$ cat src/rtl/dso_cmd_pkg.sv
// Shared definitions for the DSO command host.
// Contents:
//   - opcode constants for the DSO digital core command set
//   - the acknowledge byte returned by the core for accepted commands
//   - the state encoding of the uart_cmd_host sequencer
package dso_cmd_pkg;

  localparam logic [7:0] OP_DUMP_CH  = 8'h01;
  localparam logic [7:0] OP_CFG_GAIN = 8'h02;
  localparam logic [7:0] OP_TRIG_LVL = 8'h03;
  localparam logic [7:0] OP_TRIG_POS = 8'h04;
  localparam logic [7:0] OP_SET_DEC  = 8'h05;
  localparam logic [7:0] OP_TRIG_CFG = 8'h06;
  localparam logic [7:0] OP_TRIG_RD  = 8'h07;
  localparam logic [7:0] OP_EEP_WRT  = 8'h08;
  localparam logic [7:0] OP_EEP_RD   = 8'h09;

  localparam logic [7:0] DSO_ACK = 8'hA5;

  typedef enum logic [2:0] {
    ST_IDLE,
    ST_LOAD,
    ST_TXW,
    ST_RXW,
    ST_CLR,
    ST_DONE
  } host_state_e;

endpackage

$ cat src/rtl/edge_det.sv
// Registered rising-edge detector.
// Ports:
//   clk_i  - clock
//   rst_ni - asynchronous active-low reset
//   sig_i  - level input (synchronous to clk_i)
//   rise_o - high in a cycle where sig_i is high and was low in the previous cycle
module edge_det (
  input  logic clk_i,
  input  logic rst_ni,
  input  logic sig_i,
  output logic rise_o
);

  logic sig_q;

  always_ff @(posedge clk_i or negedge rst_ni) begin
    if (!rst_ni) begin
      sig_q <= 1'b0;
    end else begin
      sig_q <= sig_i;
    end
  end

  assign rise_o = sig_i & ~sig_q;

endmodule

$ cat src/rtl/uart_cmd_host.sv
// Host-side command sequencer for a UART-attached DSO digital core.
// Sends a CMD_BYTES-long command (most significant byte first), then
// collects resp_cnt_i response bytes, optionally checking the first one
// against ACK_BYTE, with a per-byte timeout.
// Ports:
//   clk_i, rst_ni          - clock, asynchronous active-low reset
//   cmd_i, resp_cnt_i,
//   chk_ack_i, start_i     - command request (sampled only when idle)
//   busy_o, done_o         - sequencer status; done_o pulses once per command
//   resp_vld_o, resp_data_o- one pulse per received response byte
//   nak_o, tmo_o           - sticky error flags, cleared by the next start
//   tx_data_o, trmt_o,
//   tx_done_i              - UART transmit side
//   rx_data_i, rdy_i,
//   clr_rdy_o              - UART receive side
module uart_cmd_host
  import dso_cmd_pkg::*;
#(
  parameter int unsigned CMD_BYTES  = 3,
  parameter int unsigned RESP_CNT_W = 10,
  parameter int unsigned TIMEOUT    = 2000000,
  parameter logic [7:0]  ACK_BYTE   = DSO_ACK
) (
  input  logic                    clk_i,
  input  logic                    rst_ni,
  input  logic [8*CMD_BYTES-1:0]  cmd_i,
  input  logic [RESP_CNT_W-1:0]   resp_cnt_i,
  input  logic                    chk_ack_i,
  input  logic                    start_i,
  output logic                    busy_o,
  output logic                    done_o,
  output logic                    resp_vld_o,
  output logic [7:0]              resp_data_o,
  output logic                    nak_o,
  output logic                    tmo_o,
  output logic [7:0]              tx_data_o,
  output logic                    trmt_o,
  input  logic                    tx_done_i,
  input  logic [7:0]              rx_data_i,
  input  logic                    rdy_i,
  output logic                    clr_rdy_o
);

  localparam int unsigned IDX_W = (CMD_BYTES > 1) ? $clog2(CMD_BYTES) : 1;
  localparam int unsigned TMR_W = (TIMEOUT > 1) ? $clog2(TIMEOUT) : 1;
  localparam logic [IDX_W-1:0] LAST_IDX = IDX_W'(CMD_BYTES - 1);
  localparam logic [TMR_W-1:0] TMR_LAST = TMR_W'(TIMEOUT - 1);

  host_state_e             state_q, state_d;
  logic [8*CMD_BYTES-1:0]  cmd_q, cmd_d;
  logic [RESP_CNT_W-1:0]   cnt_q, cnt_d;
  logic [RESP_CNT_W-1:0]   rem_q, rem_d;
  logic                    chk_q, chk_d;
  logic [IDX_W-1:0]        idx_q, idx_d;
  logic [TMR_W-1:0]        tmr_q, tmr_d;
  logic [7:0]              tx_data_q, tx_data_d;
  logic                    trmt_q, trmt_d;
  logic [7:0]              resp_data_q, resp_data_d;
  logic                    resp_vld_q, resp_vld_d;
  logic                    clr_rdy_q, clr_rdy_d;
  logic                    nak_q, nak_d;
  logic                    tmo_q, tmo_d;
  logic                    tx_rise;

  // tx_done may still be high from the previous byte; only a fresh rise
  // marks completion of the byte just handed over.
  edge_det u_tx_edge (
    .clk_i  (clk_i),
    .rst_ni (rst_ni),
    .sig_i  (tx_done_i),
    .rise_o (tx_rise)
  );

  always_comb begin
    state_d     = state_q;
    cmd_d       = cmd_q;
    cnt_d       = cnt_q;
    rem_d       = rem_q;
    chk_d       = chk_q;
    idx_d       = idx_q;
    tmr_d       = tmr_q;
    tx_data_d   = tx_data_q;
    trmt_d      = 1'b0;
    resp_data_d = resp_data_q;
    resp_vld_d  = 1'b0;
    clr_rdy_d   = 1'b0;
    nak_d       = nak_q;
    tmo_d       = tmo_q;
    unique case (state_q)
      ST_IDLE: begin
        if (start_i) begin
          cmd_d   = cmd_i;
          cnt_d   = resp_cnt_i;
          chk_d   = chk_ack_i;
          nak_d   = 1'b0;
          tmo_d   = 1'b0;
          idx_d   = '0;
          state_d = ST_LOAD;
        end
      end
      ST_LOAD: begin
        // The command is shifted so the next byte to send is always on top.
        tx_data_d = cmd_q[8*CMD_BYTES-1 -: 8];
        cmd_d     = cmd_q << 8;
        trmt_d    = 1'b1;
        state_d   = ST_TXW;
      end
      ST_TXW: begin
        if (tx_rise) begin
          if (idx_q != LAST_IDX) begin
            idx_d   = idx_q + 1'b1;
            state_d = ST_LOAD;
          end else if (cnt_q == '0) begin
            state_d = ST_DONE;
          end else begin
            rem_d   = cnt_q;
            tmr_d   = '0;
            state_d = ST_RXW;
          end
        end
      end
      ST_RXW: begin
        // A byte arriving in the expiry cycle still wins over the timeout.
        if (rdy_i) begin
          resp_data_d = rx_data_i;
          resp_vld_d  = 1'b1;
          clr_rdy_d   = 1'b1;
          if (chk_q && (rem_q == cnt_q) && (rx_data_i != ACK_BYTE)) begin
            nak_d = 1'b1;
          end
          rem_d   = rem_q - 1'b1;
          tmr_d   = '0;
          state_d = ST_CLR;
        end else if (tmr_q == TMR_LAST) begin
          tmo_d   = 1'b1;
          state_d = ST_DONE;
        end else begin
          tmr_d = tmr_q + 1'b1;
        end
      end
      ST_CLR: begin
        // Wait for the UART to drop rdy so one byte is never taken twice;
        // after the final byte there is nothing left to protect.
        if (rem_q == '0) begin
          state_d = ST_DONE;
        end else if (!rdy_i) begin
          state_d = ST_RXW;
        end
      end
      ST_DONE: begin
        state_d = ST_IDLE;
      end
      default: begin
        state_d = ST_IDLE;
      end
    endcase
  end

  always_ff @(posedge clk_i or negedge rst_ni) begin
    if (!rst_ni) begin
      state_q     <= ST_IDLE;
      cmd_q       <= '0;
      cnt_q       <= '0;
      rem_q       <= '0;
      chk_q       <= 1'b0;
      idx_q       <= '0;
      tmr_q       <= '0;
      tx_data_q   <= '0;
      trmt_q      <= 1'b0;
      resp_data_q <= '0;
      resp_vld_q  <= 1'b0;
      clr_rdy_q   <= 1'b0;
      nak_q       <= 1'b0;
      tmo_q       <= 1'b0;
    end else begin
      state_q     <= state_d;
      cmd_q       <= cmd_d;
      cnt_q       <= cnt_d;
      rem_q       <= rem_d;
      chk_q       <= chk_d;
      idx_q       <= idx_d;
      tmr_q       <= tmr_d;
      tx_data_q   <= tx_data_d;
      trmt_q      <= trmt_d;
      resp_data_q <= resp_data_d;
      resp_vld_q  <= resp_vld_d;
      clr_rdy_q   <= clr_rdy_d;
      nak_q       <= nak_d;
      tmo_q       <= tmo_d;
    end
  end

  assign busy_o      = (state_q == ST_LOAD) || (state_q == ST_TXW) ||
                       (state_q == ST_RXW)  || (state_q == ST_CLR);
  assign done_o      = (state_q == ST_DONE);
  assign resp_vld_o  = resp_vld_q;
  assign resp_data_o = resp_data_q;
  assign nak_o       = nak_q;
  assign tmo_o       = tmo_q;
  assign tx_data_o   = tx_data_q;
  assign trmt_o      = trmt_q;
  assign clr_rdy_o   = clr_rdy_q;

endmodule

$ cat config.mk
export PLATFORM = sky130hd
export DESIGN_NAME = uart_cmd_host
export DESIGN_NICKNAME = d
export VERILOG_FILES = /design/src/rtl/dso_cmd_pkg.sv /design/src/rtl/edge_det.sv /design/src/rtl/uart_cmd_host.sv
export SDC_FILE = /design/constraint.sdc
export NUM_CORES = 1
export LEC_CHECK = 0
export ABC_AREA = 1
export BUFFER_PORTS_ARGS = -buffer_cell sky130_fd_sc_hd__buf_4
export CAP_MARGIN = 20
export CORE_MARGIN = 2
export CORE_UTILIZATION = 50
export DETAILED_ROUTE_END_ITERATION = 6
export PLACE_DENSITY = 0.7
export SETUP_SLACK_MARGIN = 0.5
export SLEW_MARGIN = 40
export SYNTH_ARGS = -nofsm -noshare
export SYNTH_HDL_FRONTEND = slang
export SYNTH_SLANG_ARGS = --single-unit
export TNS_END_PERCENT = 100
$ cat constraint.sdc
create_clock -name clk_i -period 3.7 [get_ports clk_i]
set_input_delay 0.74 -clock clk_i [delete_from_list [all_inputs] [get_ports clk_i]]
set_output_delay 0.74 -clock clk_i [all_outputs]
set_load 0.05 [all_outputs]
== Word-level counts from Yosys, hierarchy flattened ==
Index checks and enable logic that the tools add are counted.
Operators by class
  multiplexer cells: 36
  bitwise logic cells: 2
  eq/ne operators: 21
  $add $sub $neg: 3
  reduce and logical (&&, ||, !) cells: 21
Operators by type and width (number)
  $mux 21: 5
  $pmux 24 s2: 1
  $pmux 21 s2: 1
  $mux 10: 4
  $mux 24: 1
  $mux 3: 8
  $add 21x1->21 const B: 1
  $eq 21x21->1 const B: 1
  $logic_not 10->1: 2
  $ne 2x2->1 const B: 10
  $pmux 10 s2: 1
  $reduce_and 4->1: 4
  $pmux 3 s5: 1
  $eq 10x10->1: 1
  $reduce_and 5->1: 2
  $sub 10x1->10 const B: 1
  $ne 3x3->1 const B: 3
  $mux 1: 8
  $ne 8x8->1 const B: 1
  $reduce_bool 2->1: 4
  $eq 3x2->1 const B: 2
  $eq 3x3->1 const B: 2
  $mux 2: 3
  $reduce_and 2->1: 3
  9 further kinds: 13
Storage, ports and cells
  register bits after elaboration: 92
  logic and storage cells: 97
  input port bits: 48
  output and inout port bits: 23

== Longest topological paths before layout ==
Gate-level depths: netlist (run 1).
  depth in word-level cells: 6
  gate-level depth with buffers: 11
  depth with buffers taken out: 11

== Cells and area by module ==
From an unflattened synthesis (run 1), not the netlist that was laid out.
Unflattened totals
  cell total of the unflattened synthesis: 639
  area total of the unflattened synthesis: 4767.1 µm²
Modules (own cells, without submodules)
  uart_cmd_host: instances 1, sequential area each 2277.2 µm², cells an instance 636, area an instance 4732.0 µm²
  edge_det: instances 1, sequential area each 25.0 µm², cells an instance 3, area an instance 35.0 µm²

== Worst setup path before layout (run 1) ==
OpenSTA, ideal clock, no wires.
  kind: flip-flop to output port
  start point: register state_q[0]
  end point: output done_o
  arrival: 1.591 ns
  stages on the path, launching flop included: 3
  slack: 1.369 ns
  buffers on the path: 0
  required time: 2.960 ns
  cells stage by stage: dfrtp_1 inv_1 nor3_1
On the way
  longest elaborated chain between the ends: 1
Ends and longest elaborated chain
  start: declaration: line uart_cmd_host.sv:49  | host_state_e state_q, state_d;
  start signal: assignment: line uart_cmd_host.sv:176  | state_q <= state_d;
  $eq 3x3->1: line uart_cmd_host.sv:195  | assign done_o = (state_q == ST_DONE);
  end: declaration: line uart_cmd_host.sv:31  | output logic done_o,
Every way passes these cells.

== Worst setup path in the final report (run 1) ==
  start point: register state_q[1]
  end point: register cmd_q[5]
On the way
  longest elaborated chain between the ends: 3
  elaborated cells between the ends (all ways): 6
  those cells by class: eq/ne (2); mux (1); reduce/logical (3)
Ends and longest elaborated chain
  $eq 3x1->1 / $logic_not 3->1 (equally long branches): line uart_cmd_host.sv:89  | unique case (state_q)
  $reduce_bool 2->1 (no line) / $ne 2x2->1 (equally long branches)
  $reduce_and 2->1 (no line)
  end signal: assignment: line uart_cmd_host.sv:177  | cmd_q <= cmd_d;
  end: declaration: line uart_cmd_host.sv:50  | logic [8*CMD_BYTES-1:0] cmd_q, cmd_d;
Several ways; a longest one is shown, not always the timed one.
A chain may end at the register's enable or synchronous reset.

==> results of run 1 <==
[registers in the layout (all words and copies together), names as in the netlist, 2 cells and up]
signal       flops
tx_data_o        8
cnt_q           10
tmr_q           21
cmd_q           24
state_q          3
resp_data_o      8
idx_q            2
rem_q           10
[cells in the final DEF (no fill, tap or decap), drive strengths merged]
| cell type | netlist | routed |
|---|---|---|
| clkbuf | 4 | 9 |
| buf | 16 | 73 |
| a221oi | 3 | 3 |
| dfrtp | 92 | 92 |
| a21oi | 9 | 9 |
| a21boi | 1 | 1 |
| a22o | 7 | 7 |
| clkinv | 2 | 4 |
| nor3 | 9 | 9 |
| nor2 | 85 | 85 |
| nand4 | 11 | 11 |
| xor2 | 13 | 13 |
| o22ai | 19 | 19 |
| nand2 | 176 | 176 |
| inv | 67 | 71 |
| o31ai | 1 | 1 |
| bufinv | 0 | 1 |
| xnor2 | 3 | 3 |
| nand3 | 34 | 34 |
| ha | 3 | 3 |
| o21ai | 54 | 54 |
| or2 | 2 | 2 |
[metrics by stage]
stage	power, mW	instances	hold WS (ns)	setup slack (ns)
after floorplan	3.19	611	0.442	1.37
after global placement	3.64	793	0.466	1.26
after detailed placement	3.70	793	0.467	1.12
after CTS	4.44	809	0.472	1.14
after global routing	4.77	809	0.375	0.858
final	4.42	809	0.333	1.12
[how the worst min path moves through the flow]
stage	depth (start not counted)	to	slack (ns)
6_report	1	tmr_q[10]	0.33
5_1_grt	1	tmr_q[11]	0.38
4_1_cts	1	tx_data_o[2]	0.47
3_5_place_dp	2	resp_data_o[0]	0.47
3_3_place_gp	2	tx_data_o[0]	0.47
2_1_floorplan	0	chk_q	0.44
[layout make-up]
class / count / area share
flip-flops and latches: 92 / 0.411
multi-input cells: 430 / 0.377
repair buffers: 73 / 0.0984
inverters: 69 / 0.0471
well taps: 129 / 0.0288
clock buffers: 9 / 0.0221
clock inverters: 7 / 0.0156
[report_power, final]
part	internal [mW]	total [mW]	switching (mW)
sequential	1.38	1.63	0.255
clock	0.330	0.732	0.401
combinational	0.661	2.05	1.39
total	2.37	4.42	2.05
[routing by layer]
metal / GRT usage / up-vias
met4: 0.0646 / 0
li1: - / 2091
met5: 0 / -
met1: 0.317 / 1962
met2: 0.352 / 96
met3: 0.0424 / 14
[worst max-delay path, cell delays in order, from the launching register on]
cell,delay (ns)
dfrtp_1,0.46
nor2_1,0.08
inv_1,0.08
nor2_2,0.06
nand2_1,0.53
clkinv_1,0.80
a22o_1,0.46
[synth_stat cells (4+ instances only)]
cell | number | area share
nand3_1 | 31 | 0.032
o22ai_1 | 19 | 0.025
nor3_1 | 8 | 0.0083
clkbuf_1 | 4 | 0.0031
nand4_1 | 11 | 0.014
inv_1 | 63 | 0.049
o21ai_2 | 10 | 0.018
o21ai_0 | 37 | 0.039
nor2_1 | 80 | 0.062
buf_2 | 8 | 0.0083
o21ai_1 | 7 | 0.0073
dfrtp_1 | 92 | 0.48
xor2_1 | 13 | 0.024
a21oi_1 | 8 | 0.0083
nand2_2 | 5 | 0.0065
a22o_1 | 7 | 0.013
nand2_1 | 170 | 0.13
buf_4 | 5 | 0.0078
[kinds of logic (layout without fill, tap and decap cells)]
family          Yosys count  after routing  synth area share
simple gates            317            317             0.283
compound gates           94             94             0.120
flops                    92             92             0.479
buf+inv                  89            158            0.0812
xor+xnor                 16             16            0.0292
fa+ha+maj                 3              3           0.00781
==> metrics, run 1 <==
core area=9280 µm²; fraction of layout cells with a size suffix above 1=0.178; Total Routing Usage GR=0.223; area of the multi-input gates=2110 µm²; Met3 Routed Length=411 µm; Worst setup endpoint=cmd_q[5]; Sink Count=92; Worst Setup Start Kind=flop; Final Cycle Share=0.696; GPL Wtd Cong=0.905; Worst Path Required=3.97 ns; WS Path Type=flop to flop; reg2reg start=state_q[1]; Mapped Nets=662; DRT iter0 DRCs=179; Clk Latency, worst-skew pair=0.37 ns; # H-tree levels=3; cts repair resizes=0; clock-pin slew on the worst setup and hold paths=0.10 ns; first-pass GRT wire length=18300 µm; Setup-failing EPs final=0; Tightest Pin Transition=0.715 ns; setup_tns=0 ns; aggregate routed wire length=10900 µm; Synth Cell Area=4810 µm²; sequential fraction of the synthesis area=0.479; Max Cap Violations=0; EDFF count, synth=0; final hold violation count=0; async set or reset register ratio after synthesis=1.00; synth warn=0; DRT Pass-1 Iters=5; Post-Route Utilization=0.604; synthesis-stage register bit count=92; relative slew slack=0.520; I/O pin cnt=71; die extent in y=102 µm; Post-CTS Setup Inserts=0; crit path from=state_q[1]; unrepaired setup endpoints after global routing=no; crit path time final=2.58 ns; Worst EP arrival=2.84 ns; reg2reg path depth=6; worst r2r dst=cmd_q[5]; Final Cell Area=5610 µm²; Layout area overhead=16.6%; leakage power=2.72 nW; R2R setup slack=1.12 ns; Clock Skew=0.0107 ns; Root Buffer=clkbuf_8; largest net degree at the start of global routing=61; clock buffer count from CTS=9; P per Cell Area=788 nW/µm²; CTS tree=done; Std-Cell Rows=35; vias per inst=5.15; fin. max-slew vios=0; fill cell count=874; Detail Route Antenna Nets=0; Met2 Routed Length=5200 µm; Worst VDD drop=0.386 mV; Die Wd=102 µm; placed inst area=5390 µm²; initial antenna violation count=0; post-DP HPWL=8010 µm; M1 wire length=5120 µm; Peak Freq=0.388 GHz; post-synthesis cell count=611; highest metal used=met4; Diodes inserted=0; clock tree buffer depth=2; Post-layout nets=726; DRC viols=0; critical path endpoint category=flop; full die area=10400 µm²; PortBufs=70; prevailing post-synth register cell=dfrtp_1; Hold Crit Class=primary input to asynchronous set/reset pin; DR WL/cell=13.4 µm; Reg area=2300 µm²; DR vias=4163; Synth Area per Inst=7.87 µm²; global route overflow=0; crit-path max FO=29; Initial Util=0.518; Synth cell types=35; CTS Hold Bufs=0; vias in the first global route=3913; outcome=completed
No activity file was read; power rests on OpenSTA's default activity.
==> inputs of run 2 (changes only) <==
==> constraint.sdc (replaced) <==
create_clock -name clk_i -period 2.5 [get_ports clk_i]
set_input_delay 0.5 -clock clk_i [delete_from_list [all_inputs] [get_ports clk_i]]
set_output_delay 0.5 -clock clk_i [all_outputs]
set_load 0.05 [all_outputs]
==> run 2 against run 1 <==
  * Global-route usage up 1.2 points
  * Sequential cell count is the same
  * Utilization up 1.8 points
  * Hold slack got worse by 0.22 ns
  * Via count rose by 1.6%
  * Register-to-register slack worse by 0.53 ns
  * Highest routed layer unchanged
==> metrics, run 2 (same netlist as run 1, synthesis figures left out) <==
Clk Latency, worst-skew pair=0.37 ns (about the same); DRT Pass-1 Iters=4 (-1); die extent in y=102 µm (unchanged); PortBufs=70 (unchanged); Detail Route Antenna Nets=0 (unchanged); biggest regs=cmd_q: 24 flops, tmr_q: 21 flops; Clk pwr share=0.146 (-0.020); crit-path max FO=4 (-86%); clock buffer count from CTS=9 (unchanged); placed inst area=5430 µm² (+0.65%); Tightest Pin Transition=0.553 ns (-0.162 ns); critical path endpoint category=output port; clock tree buffer depth=2 (unchanged); vias in the first global route=4108 (+5.0%); Worst Path Required=2.00 ns (-1.97 ns); DR vias=4228 (+1.6%); initial antenna violation count=0 (unchanged); Largest register FFs=24 (unchanged); first-pass GRT wire length=19200 µm (+4.9%); final hold violation count=0 (unchanged); relative slew slack=0.631 (+0.111); DRC viols=0 (unchanged); vias per inst=5.14 (-0.17%); Peak Freq=0.510 GHz; most common cell after layout, fill and taps aside=nand2_1; outcome=completed; Fin Hold WS=0.113 ns (-0.220 ns); Setup-failing EPs final=0 (unchanged); I/O pin cnt=71 (unchanged); Layout area overhead=20.0%; met2 Use GR=0.379 (+0.0273); Sink Count=92 (unchanged); setup_tns=0 ns (unchanged); aggregate routed wire length=11500 µm (+5.5%); fraction of layout cells with a size suffix above 1=0.216 (+0.0382); Worst Setup Start Kind=flop; Post-layout nets=740 (+1.9%); Die Wd=102 µm (unchanged); unrepaired setup endpoints after global routing=no; Clock Skew=0.0152 ns (+0.00446 ns); # H-tree levels=3 (unchanged); DRT iter0 DRCs=208 (+16%); Worst VDD drop=0.667 mV (+73%); combinational group share of total power=0.494 (+0.030); met3 Resource Use GR=0.0390 (-0.00342); core area=9280 µm² (unchanged); CTS tree=done; fin. max-slew vios=0 (unchanged); total power draw=6.76 mW (+53%); busiest grt layer=met2; leakage power=2.78 nW (+2.4%); P per Cell Area=1170 nW/µm² (+49%); post-DP HPWL=8300 µm (+3.7%); DR WL/cell=13.9 µm (+3.7%); Worst EP arrival=1.46 ns (-1.38 ns); Root Buffer=clkbuf_8; clock-pin slew on the worst setup and hold paths=0.10 ns (about the same); Biggest register=cmd_q; global route overflow=0 (unchanged); most frequent cells in the layout=169 x nand2_1, 90 x dfrtp_1, 86 x buf_4; Final Cycle Share=0.785; Initial Util=0.518 (unchanged); NetSw=3.16 mW (+54%); Final Cell Area=5770 µm² (+2.9%); Int Power=3.60 mW (+52%); fill cell count=836 (-4.3%); GR Util met1=0.323 (+0.00650); full die area=10400 µm² (unchanged); Std-Cell Rows=35 (unchanged); Total Routing Usage GR=0.235 (+0.0120); Sw Ratio=0.468 (+0.00433); Hold Crit Class=primary input to asynchronous set/reset pin; crit path time final=1.96 ns; Diodes inserted=0 (unchanged); Reg power frac=0.361 (-0.009); largest net degree at the start of global routing=45 (-26%); GPL Wtd Cong=0.928 (+2.6%); WS Path Type=flop to output port; Max Cap Violations=0 (unchanged)
-- run 2: cell types whose count changed in the layout (fill, tap and decap cells not counted), moves of 3 or more --
cell        delta
clkinvlp_4     +4
inv_1          -3
nand3_1        -3
buf_4         +14
nand3_2        +3
-- run 2: final cells by class --
cell class	count	area, µm²	share of cell area
Clock buffer	10	138	0.0239
Multi-Input combinational cell	430	2170	0.377
Timing Repair Buffer	87	661	0.115
Tap cell	129	161	0.0280
Sequential cell	92	2300	0.399
Inverter	69	278	0.0481
Clock inverter	6	53.8	0.00933
-- run 2: worst paths after layout --
path	start	endpoint	slack (ns)	cells past startpoint
max reg2reg	state_q[1]	cmd_q[2]	0.59	9
min	rst_ni	tx_data_o[3]	0.11	1
min reg2reg	tx_data_o[0]	tx_data_o[0]	0.49	2
min in group clk_i	tx_done_i	u_tx_edge.sig_q	0.25	1
max	state_q[1]	busy_o	0.54	6
max in group asynchronous	rst_ni	cnt_q[1]	1.60	2
-- run 2: stage by stage --
step,utilization,std cells,setup WS [ns]
final,0.621,823,0.537
after detailed placement,0.584,797,0.529
after floorplan,-,611,0.604
after global placement,0.584,797,0.607
after global routing,0.621,823,0.456
after CTS,0.609,814,0.531
-- run 2: repair_timing --
action / in CTS / in global routing
resized for setup: 7 / 16
setup endpoints to repair: 2 / 53
hold buffers: 0 / 0
pin swaps: 0 / 2
buffers inserted: 1 / 9
-- run 2: power groups by stage --
stage               registers (mW)  clock network, mW  logic, mW
floorplan                     2.84                  0       1.89
global placement              2.43                  0       3.03
detailed placement            2.43                  0       3.10
CTS                           2.42               1.00       3.17
global route                  2.51               1.07       3.70
finish                        2.44              0.985       3.33
-- run 2: critical path: stages, from the launching register on --
cell and delay (ns):
dfrtp_2 0.46, nor2_4 0.12, inv_2 0.06, nor2_4 0.14
inv_2 0.06, nand3_2 0.09, buf_8 0.15
-- run 2: per-layer routing --
| layer | share of wire | up-vias | routed length, µm |
|---|---|---|---|
| met4 | 0.015 | 0 | 174 |
| met3 | 0.040 | 16 | 457 |
| met2 | 0.48 | 110 | 5540 |
| met1 | 0.46 | 1986 | 5290 |
| li1 | - | 2116 | - |
| met5 | 0 | - | 0 |
